$ cat src/rtl/udma_eth_pkg.sv
// Shared definitions for the Ethernet RX to uDMA packer: FSM states,
// status bit positions and the default word FIFO depth.
package udma_eth_pkg;

  typedef enum logic [1:0] {
    IDLE     = 2'd0,
    RECV     = 2'd1,
    DROP     = 2'd2,
    WAIT_EOF = 2'd3
  } rx_state_e;

  localparam int STAT_BAD       = 0;
  localparam int STAT_OVF       = 1;
  localparam int ETH_FIFO_DEPTH = 8;

endpackage

$ cat src/rtl/eth_rx_word_fifo.sv
// 32-bit show-ahead word FIFO: rdata is the head word whenever valid is high
// and reads zero when empty. A push into a full FIFO succeeds only alongside a pop.
module eth_rx_word_fifo #(
  parameter int DEPTH = 8,
  parameter int CNT_W = $clog2(DEPTH) + 1
) (
  input  logic             clk,
  input  logic             rst_n,
  input  logic             push,
  input  logic [31:0]      wdata,
  input  logic             pop,
  output logic [31:0]      rdata,
  output logic             valid,
  output logic             full,
  output logic [CNT_W-1:0] count
);

  localparam int AW = $clog2(DEPTH);

  logic [31:0]   mem [DEPTH];
  logic [AW-1:0] wr_ptr;
  logic [AW-1:0] rd_ptr;
  logic          do_push;
  logic          do_pop;

  assign valid   = (count != '0);
  assign full    = (count == CNT_W'(DEPTH));
  assign do_pop  = pop && valid;
  assign do_push = push && (!full || do_pop);
  assign rdata   = valid ? mem[rd_ptr] : '0;

  always_ff @(posedge clk) begin
    if (do_push) begin
      mem[wr_ptr] <= wdata;
    end
  end

  // Pointers wrap naturally because DEPTH is a power of two.
  always_ff @(posedge clk or negedge rst_n) begin
    if (!rst_n) begin
      wr_ptr <= '0;
      rd_ptr <= '0;
      count  <= '0;
    end else begin
      if (do_push) begin
        wr_ptr <= wr_ptr + AW'(1);
      end
      if (do_pop) begin
        rd_ptr <= rd_ptr + AW'(1);
      end
      if (do_push && !do_pop) begin
        count <= count + CNT_W'(1);
      end else if (do_pop && !do_push) begin
        count <= count - CNT_W'(1);
      end
    end
  end

endmodule

$ cat src/rtl/udma_eth_rx_packer.sv
// Packs the MAC receive byte stream little-endian into 32-bit words for the
// uDMA RX channel and reports per-frame length and status.
module udma_eth_rx_packer
  import udma_eth_pkg::*;
#(
  parameter int FIFO_DEPTH = ETH_FIFO_DEPTH,
  parameter int LEN_W      = 16
) (
  input  logic                          clk_i,
  input  logic                          rstn_i,
  input  logic                          cfg_en_i,
  input  logic [7:0]                    rx_axis_tdata_i,
  input  logic                          rx_axis_tvalid_i,
  input  logic                          rx_axis_tlast_i,
  input  logic                          rx_axis_tuser_i,
  output logic [31:0]                   data_o,
  output logic                          valid_o,
  input  logic                          ready_i,
  output logic                          frame_done_o,
  output logic [LEN_W-1:0]              frame_len_o,
  output logic [1:0]                    frame_status_o,
  output logic [$clog2(FIFO_DEPTH):0]   fifo_count_o
);

  rx_state_e        state_q;
  rx_state_e        state_d;
  logic [31:0]      word_q;
  logic [31:0]      push_word_q;
  logic [1:0]       idx_q;
  logic             push_q;
  logic [LEN_W-1:0] len_q;
  logic [LEN_W-1:0] len_final_q;
  logic [LEN_W-1:0] len_next;
  logic             bad_q;
  logic             ovf_q;
  logic             done_pend_q;

  logic             fifo_full;
  logic             pop;
  logic             push;
  logic             push_fail;
  logic             frame_start;
  logic             accept;
  logic             end_frame;
  logic             count_byte;
  logic [1:0]       cur_idx;
  logic [31:0]      cur_word;
  logic [31:0]      packed_word;
  logic             word_done;

  assign pop       = valid_o && ready_i;
  assign push      = push_q && (!fifo_full || pop);
  assign push_fail = push_q && fifo_full && !pop;

  always_ff @(posedge clk_i or negedge rstn_i) begin
    if (!rstn_i) begin
      state_q <= IDLE;
    end else begin
      state_q <= state_d;
    end
  end

  // cfg_en_i is only consulted in IDLE, so enable changes take effect at the next frame.
  always_comb begin
    state_d = state_q;
    case (state_q)
      IDLE: begin
        if (rx_axis_tvalid_i) begin
          if (cfg_en_i) begin
            state_d = rx_axis_tlast_i ? IDLE : RECV;
          end else if (!rx_axis_tlast_i) begin
            state_d = WAIT_EOF;
          end
        end
      end
      RECV: begin
        if (push_fail) begin
          state_d = (rx_axis_tvalid_i && rx_axis_tlast_i) ? IDLE : DROP;
        end else if (rx_axis_tvalid_i && rx_axis_tlast_i) begin
          state_d = IDLE;
        end
      end
      DROP, WAIT_EOF: begin
        if (rx_axis_tvalid_i && rx_axis_tlast_i) begin
          state_d = IDLE;
        end
      end
      default: state_d = IDLE;
    endcase
  end

  always_comb begin
    frame_start = 1'b0;
    accept      = 1'b0;
    end_frame   = 1'b0;
    count_byte  = 1'b0;
    case (state_q)
      IDLE: begin
        frame_start = rx_axis_tvalid_i && cfg_en_i;
        accept      = frame_start;
        end_frame   = frame_start && rx_axis_tlast_i;
        count_byte  = frame_start;
      end
      RECV: begin
        accept     = rx_axis_tvalid_i && !push_fail;
        end_frame  = rx_axis_tvalid_i && rx_axis_tlast_i;
        count_byte = rx_axis_tvalid_i;
      end
      DROP: begin
        end_frame  = rx_axis_tvalid_i && rx_axis_tlast_i;
        count_byte = rx_axis_tvalid_i;
      end
      default: begin
        end_frame = 1'b0;
      end
    endcase
  end

  // A new frame ignores whatever a dropped frame left in the packing register.
  assign cur_idx     = frame_start ? 2'd0 : idx_q;
  assign cur_word    = frame_start ? 32'd0 : word_q;
  assign packed_word = cur_word | ({24'd0, rx_axis_tdata_i} << {cur_idx, 3'b000});
  assign word_done   = accept && ((cur_idx == 2'd3) || rx_axis_tlast_i);
  assign len_next    = frame_start ? LEN_W'(1) :
                       ((&len_q) ? len_q : len_q + LEN_W'(1));

  always_ff @(posedge clk_i or negedge rstn_i) begin
    if (!rstn_i) begin
      word_q      <= '0;
      push_word_q <= '0;
      idx_q       <= '0;
      push_q      <= 1'b0;
      len_q       <= '0;
      len_final_q <= '0;
      bad_q       <= 1'b0;
      ovf_q       <= 1'b0;
      done_pend_q <= 1'b0;
    end else begin
      push_q      <= word_done;
      done_pend_q <= end_frame;
      if (word_done) begin
        push_word_q <= packed_word;
        word_q      <= '0;
        idx_q       <= '0;
      end else if (accept) begin
        word_q <= packed_word;
        idx_q  <= cur_idx + 2'd1;
      end
      if (count_byte) begin
        len_q <= len_next;
      end
      if (frame_start) begin
        ovf_q <= 1'b0;
      end else if (push_fail) begin
        ovf_q <= 1'b1;
      end
      if (end_frame) begin
        len_final_q <= len_next;
        bad_q       <= rx_axis_tuser_i;
      end
    end
  end

  // Frame report lands with the final word's push, so a failed last push still flags overflow.
  always_ff @(posedge clk_i or negedge rstn_i) begin
    if (!rstn_i) begin
      frame_done_o   <= 1'b0;
      frame_len_o    <= '0;
      frame_status_o <= '0;
    end else begin
      frame_done_o <= done_pend_q;
      if (done_pend_q) begin
        frame_len_o              <= len_final_q;
        frame_status_o[STAT_OVF] <= ovf_q | push_fail;
        frame_status_o[STAT_BAD] <= bad_q;
      end
    end
  end

  eth_rx_word_fifo #(
    .DEPTH (FIFO_DEPTH),
    .CNT_W ($clog2(FIFO_DEPTH) + 1)
  ) u_word_fifo (
    .clk   (clk_i),
    .rst_n (rstn_i),
    .push  (push),
    .wdata (push_word_q),
    .pop   (pop),
    .rdata (data_o),
    .valid (valid_o),
    .full  (fifo_full),
    .count (fifo_count_o)
  );

endmodule
$ cat config.mk
export PLATFORM = sky130hd
export DESIGN_NAME = udma_eth_rx_packer
export DESIGN_NICKNAME = d
export VERILOG_FILES = /design/src/rtl/udma_eth_pkg.sv /design/src/rtl/eth_rx_word_fifo.sv /design/src/rtl/udma_eth_rx_packer.sv
export SDC_FILE = /design/constraint.sdc
export NUM_CORES = 1
export LEC_CHECK = 0
export BUFFER_PORTS_ARGS = -buffer_cell sky130_fd_sc_hd__buf_2
export CORE_MARGIN = 2
export CORE_UTILIZATION = 45
export CTS_CLUSTER_DIAMETER = 50
export DETAILED_ROUTE_END_ITERATION = 8
export PLACE_DENSITY = 0.7
export SLEW_MARGIN = 5
export SYNTH_ARGS = -nofsm -noshare
export SYNTH_HDL_FRONTEND = slang
export SYNTH_SLANG_ARGS = --single-unit
export TNS_END_PERCENT = 50
$ cat constraint.sdc
create_clock -name clk_i -period 10.2 [get_ports clk_i]
set_input_delay 0.51 -clock clk_i [delete_from_list [all_inputs] [get_ports clk_i]]
set_output_delay 0.51 -clock clk_i [all_outputs]
set_load 0.005 [all_outputs]
After elaboration in Yosys (flattened, before gate mapping)

Memory sizes are Yosys's and may differ from the RTL's.
Cells that the tools add are included.

Logic and storage cells: 90
Register bits after elaboration: 133
Memories kept: 1
Output and inout port bits: 56
RAM bits: 256

Multiplexer cells: 27
Equal/unequal tests: 7
Add/sub/neg operators: 6
Bitwise logic cells: 2
Shift operators: 1
Reductions and logical operators: 30

Memory list:

| memory          | depth | bits a word | rd ports | clocked after memory_dff | write ports | RTL line               | source |
|---|---|---|---|---|---|---|---|
| u_word_fifo.mem | 8     | 32          | 1        | 0                        | 1           | eth_rx_word_fifo.sv:20 | `logic [31:0] mem [DEPTH];` |

Operators by type and width:

| operator                                          | count |
|---|---|
| two-way mux 32 bit                                | 4 |
| two-way mux 16 bit                                | 2 |
| OR 32 bit                                         | 1 |
| << shifter 8 x 5 -> 32 bit                        | 1 |
| two-way mux 2 bit                                 | 9 |
| adder 16 x 1 -> 16 bit (second input constant)    | 1 |
| AND reduction 16 bit                              | 1 |
| logical AND 1 bit                                 | 13 |
| two-way mux 4 bit                                 | 2 |
| adder 3 x 1 -> 3 bit (second input constant)      | 2 |
| == test 2 bit (second input constant)             | 3 |
| two-way mux 1 bit                                 | 6 |
| one-hot mux 1 bit (2 select lines)                | 3 |
| one-hot mux 2 bit (3 select lines)                | 1 |
| nonzero test 2 bit                                | 3 |
| logical NOT 1 bit                                 | 5 |
| adder 4 x 1 -> 4 bit (second input constant)      | 1 |
| == test 4 bit (second input constant)             | 1 |
| nonzero test 4 bit                                | 1 |
| OR reduction 2 bit                                | 2 |
| subtractor 4 x 1 -> 4 bit (second input constant) | 1 |
| logical OR 1 bit                                  | 3 |
| inequality test 3 bit (second input constant)     | 1 |
| adder 2 x 1 -> 2 bit (second input constant)      | 1 |
| other kinds (5)                                   | 5 |

Longest topological paths before layout

Word-level depth: 9
Depth in mapped cells: 14
Depth with buffers taken out: 11

By module

Synthesis repeated with hierarchy kept, for this count alone.

Cells, all modules: 964
Area total of the unflattened synthesis: 16164.3 um2

By module, submodules not included:

| module             | times used | seq. area each (um2) | cells each | area each (um2) |
|---|---|---|---|---|
| eth_rx_word_fifo   | 1          | 7937.6               | 439        | 10242.3 |
| udma_eth_rx_packer | 1          | 3078.0               | 525        | 5921.9 |

Worst setup path before layout

Ideal clock, no wire load.

Path type: reg2reg
From: reg u_word_fifo.count[0]
To: mem u_word_fifo.mem[1][0], enable pin
Data arrival time: 3.311 ns
Clock period less this slack: 3.772 ns
Buffers on the path: 0
Slack: 6.428 ns
Stages on the path, launching flop included: 5
Cell sequence: dfrtp_1 nor3_1 a21boi_1 nand2_1 nor3_1

Word-level cells in the longest chain between the ends: 7
Elaborated cells between the ends (all ways): 11
Those cells by class: 1 x eq/ne; 2 x mux; 8 x reduce/logical

Ends and longest elaborated chain:

| what                                                   | RTL line                                                                   | source |
|---|---|---|
| start, declared                                        | eth_rx_word_fifo.sv:15                                                     | `output logic [CNT_W-1:0] count` |
| start signal, assigned                                 | eth_rx_word_fifo.sv:52                                                     | `count <= count + CNT_W'(1);` |
| start signal, assigned                                 | eth_rx_word_fifo.sv:54                                                     | `count <= count - CNT_W'(1);` |
| == test 4 bit or nonzero test 4 bit (tied branches)    | eth_rx_word_fifo.sv:27, eth_rx_word_fifo.sv:26                             |  |
| logical NOT 1 bit or logical AND 1 bit (tied branches) | eth_rx_word_fifo.sv:29, udma_eth_rx_packer.sv:52, udma_eth_rx_packer.sv:51 |  |
| logical OR 1 bit or logical AND 1 bit (tied branches)  | udma_eth_rx_packer.sv:52, eth_rx_word_fifo.sv:28                           |  |
| logical AND 1 bit or logical OR 1 bit (tied branches)  | udma_eth_rx_packer.sv:52, eth_rx_word_fifo.sv:29                           |  |
| logical AND 1 bit (*)                                  | eth_rx_word_fifo.sv:29                                                     | `assign do_push = push && (!full \|\| do_pop);` |
| named net u_word_fifo.do_push                          | eth_rx_word_fifo.sv:23                                                     | `logic do_push;` |
| two-way mux 1 bit (*)                                  | eth_rx_word_fifo.sv:33                                                     | `if (do_push) begin` |
| two-way mux 1 bit (not written as such) (*)            | eth_rx_word_fifo.sv:34                                                     | `mem[wr_ptr] <= wdata;` |
| end, declared                                          | eth_rx_word_fifo.sv:20                                                     |  |

Mark *: on every way through the listed nets, which the timed path passes. The rest lies on a longest branch.

Worst setup path in the final report

From: reg u_word_fifo.rd_ptr[0]
To: out data_o[31]

Word-level cells in the longest chain between the ends: 2

Ends and longest elaborated chain:

| what                     | RTL line                 | source |
|---|---|---|
| start, declared          | eth_rx_word_fifo.sv:22   | `logic [AW-1:0] rd_ptr;` |
| start signal, assigned   | eth_rx_word_fifo.sv:49   | `rd_ptr <= rd_ptr + AW'(1);` |
| memory read (8 x 32 bit) | n/a                      |  |
| two-way mux 32 bit       | eth_rx_word_fifo.sv:30   | `assign rdata = valid ? mem[rd_ptr] : '0;` |
| end, declared            | udma_eth_rx_packer.sv:16 | `output logic [31:0] data_o,` |

Every way passes these cells.

==> metrics.cfg <==
[pwr]
max-vdd-ir-drop_mv = 0.156
power.density_nw_per_um2 = 272
power.share.combinational_pct = 24.4
intPower_mw = 3.41
power.share.clock_pct = 29.8
switching_power_mw = 1.48
leakage_nw = 6.81
switching_share_pct = 30.2
pwr-share-seq_pct = 45.8

[setup_path]
worstPathMaxFanout = 40
slowest_delay_ns = 0.79
worstSetupPathType = flip-flop to output port
critPathBufInv = 2
crit_arrival_ns = 3.07
end_kind = output port
slowest_stage = dfrtp_4
crit_chain = buf_4, mux4_2, mux2i_1, nor2_1, buf_2
cp-start-kind = flip-flop
required_ns = 9.69
path_delay_family = buffers and inverters

[placed_design]
portBuffers = 70
dp_hpwl_um = 18900
placed_cell_area_um2 = 16600
routabilityCongestion = 0.861

[cells_and_area]
fillerInstances = 2804
nets = 1101
stdcell_area_um2 = 17900
drive_above_1_share_pct = 23.3
area_delta_synth_final_pct = 14.5

[sta]
setup_viol = 0
slew_headroom_pct = 28.4
timing.final.crit_share_pct = 35.1
worst-slew-pin-transition_ns = 1.07
hold_viol = 11
rsz0062_at_grt = false
max_freq_mhz = 280
drv_slew = 0
min_period_ns = 3.58
hold_slack_ns = -0.00922
setup_tns_ns = 0
fin_worst_skew_ns = 0.0355

[floorplanning]
die_w_um = 191
dieArea_um2 = 36400
pin_count = 71
fp.coreArea_um2 = 34500
num_rows = 68
initial_utilization_pct = 45.5
dieHeight_um = 191

[routing]
totalWireLength_um = 31800
wl_per_cell_um = 20.3
avgViaCountPerCell = 5.58
first_iter_violations = 695
dr.pass1.iters = 5
drc = 0
ant_nets = 0
vias = 8744

[clock_tree]
clock_sinks = 389
holdBufCountCts = 0
cts_tree = yes
htreeDepth = 2
cts_resized = 0
cts_setup_buffers = 0
clock_path_buffers = 3
path_clk_slew_ns = 0.06
cts-root-buf = clkbuf_16
clk_latency_ns = 0.55
numCtsBuffers = 42

[worst_hold_path]
worstHoldPathType = primary input to async pin

[global_route]
grt_first_pass_wirelength_um = 50100
grt_pass1_vias = 8882
grt_max_degree = 81
grt-ovfl-total = 0
grt_usage_pct = 17.9
antenna_found_initial = 3

[yosys]
syn_area_um2 = 15700
yosysUniqueCellTypes = 59
synth_edf_count = 256
synth_warnings = 0
post-synth-top-area-fraction_pct = 49.0
synth_area_leaders = edfxtp_1 (49%), dfrtp_1 (21%), mux4_2 (9.2%)
ys_seq_area_share_pct = 70.3
synth.largest_area_cell = edfxtp_1
synth_most_common_cell = edfxtp_1
syn_inst = 1000
synth-async-reset-ratio_pct = 34.2
ys_top_cells_by_count = edfxtp_1 (256), dfrtp_1 (133), nand2_1 (102), nor2_1 (69), mux4_2 (64)
syn_avg_cell_area_um2 = 15.7
ys.flop_type = edfxtp_1
synth_seq_cells = 389
synth_nets = 1027

[outcome]
violations = negative hold slack
status = complete, but fails checks

[job]
maxCapViolCount = 0

==> worst reg2reg max path, stage by stage, from the launching register on <==
cell	delay [ns]
dfrtp_1	0.41
inv_1	0.09
ha_1	0.31
nand3_1	0.12
buf_4	0.37
nand2_1	0.19
inv_1	0.09
ha_1	0.14
nor2_1	0.08
nand3b_1	0.80
buf_4	0.55
o31ai_1	0.30
==> cell families (layout without fill, tap and decap cells) <==
logic type      Yosys count  count (layout)  synth area share (%)
flops                   389             389                  70.3
simple gates            232             232                  6.61
compound gates          168             168                  6.82
mux                     118             118                  12.8
buf+inv                  67             174                  1.72
xor+xnor                 14              14                 0.782
fa+ha+maj                12              12                  1.01
other cells               0               4                     0
==> through the flow <==
stage                     hold slack (ns)  setup WS, ns  std cells  power (mW)  utilization (%)
after detailed placement            0.469          6.71       1485        3.48             48.1
after global routing               0.0692          6.34       1562        5.16             52.1
final                            -0.00922          6.62       1566        4.89             52.1
after floorplan                     0.214          6.43       1000        3.03                -
after global placement              0.461          6.86       1485        3.45             48.1
after CTS                          0.0419          6.49       1562        4.95             52.1
==> final timing paths <==
kind | start | endpoint | slack (ns) | cells after the start
max in group asynchronous | rstn_i | word_q[13]$_DFFE_PN0P_ | 9.03 | 2
hold reg to reg | ovf_q$_DFFE_PN0P_ | ovf_q$_DFFE_PN0P_ | 0.48 | 2
min in group clk_i | rx_axis_tuser_i | bad_q$_DFFE_PN0P_ | 0.21 | 2
setup reg to reg | state_q[0]$_DFFE_PN0P_ | push_word_q[18]$_DFFE_PN0P_ | 6.68 | 11
hold / removal | rstn_i | len_final_q[2]$_DFFE_PN0P_ | -0.009 | 1
setup / recovery | u_word_fifo.rd_ptr[0]$_DFFE_PN0P_ | data_o[31] | 6.62 | 5
==> area by class of cell <==
type	count	area, µm²	area share [%]
Timing Repair Buffer	86	477	2.66
Sequential cell	389	11000	61.4
Antenna cell	4	10.0	0.0558
Tap cell	455	569	3.17
Inverter	11	41.3	0.230
Clock buffer	59	1190	6.66
Clock inverter	18	171	0.955
Multi-Input combinational cell	544	4460	24.9
==> per-layer routing <==
| metal | wire length, µm | track usage (%) |
|---|---|---|
| met5 | 15 | 0 |
| met4 | 574 | 4.38 |
| met3 | 1460 | 3.09 |
| met2 | 15400 | 29.4 |
| met1 | 14300 | 25.0 |
==> flip-flops by register name, indices dropped and copies added, names as in the netlist <==
register,flops
u_word_fifo.mem,256
push_word_q,32
word_q,32
frame_len_o,16
len_final_q,16
len_q,16
u_word_fifo.count,4
u_word_fifo.rd_ptr,3
u_word_fifo.wr_ptr,3
frame_status_o,2
idx_q,2
state_q,2
bad_q,1
done_pend_q,1
frame_done_o,1
ovf_q,1
push_q,1
==> cell usage in the layout, fill, tap and decap left out, types with 3 or more instances in the layout <==
cell type / n
clkbuf_1: 9
xor2_1: 3
clkinv_1: 5
or3_1: 3
clkbuf_8: 8
mux4_2: 64
o22ai_1: 24
nand3_1: 16
and2_1: 4
mux2i_1: 32
diode_2: 4
clkinv_2: 3
xnor2_1: 11
nor3_1: 3
buf_2: 69
inv_1: 11
nand4_1: 3
buf_4: 16
nor2_1: 63
o31ai_1: 19
edfxtp_1: 256
mux2_2: 22
a22o_1: 7
nand2_1: 102
and3_1: 6
o21ai_0: 39
a21boi_0: 24
a31oi_1: 4
nor2_4: 6
a21oi_1: 35
ha_1: 11
nor4_1: 4
nand2b_1: 4
clkbuf_16: 42
dfrtp_1: 130
==> power groups by stage <==
stage / combinational (mW) / clock, mW / sequential, mW
global placement: 1.20 / 0 / 2.25
global route: 1.33 / 1.55 / 2.28
CTS: 1.22 / 1.49 / 2.24
detailed placement: 1.22 / 0 / 2.27
floorplan: 0.899 / 0 / 2.13
finish: 1.19 / 1.46 / 2.24
No activity file was read; power rests on OpenSTA's default activity.
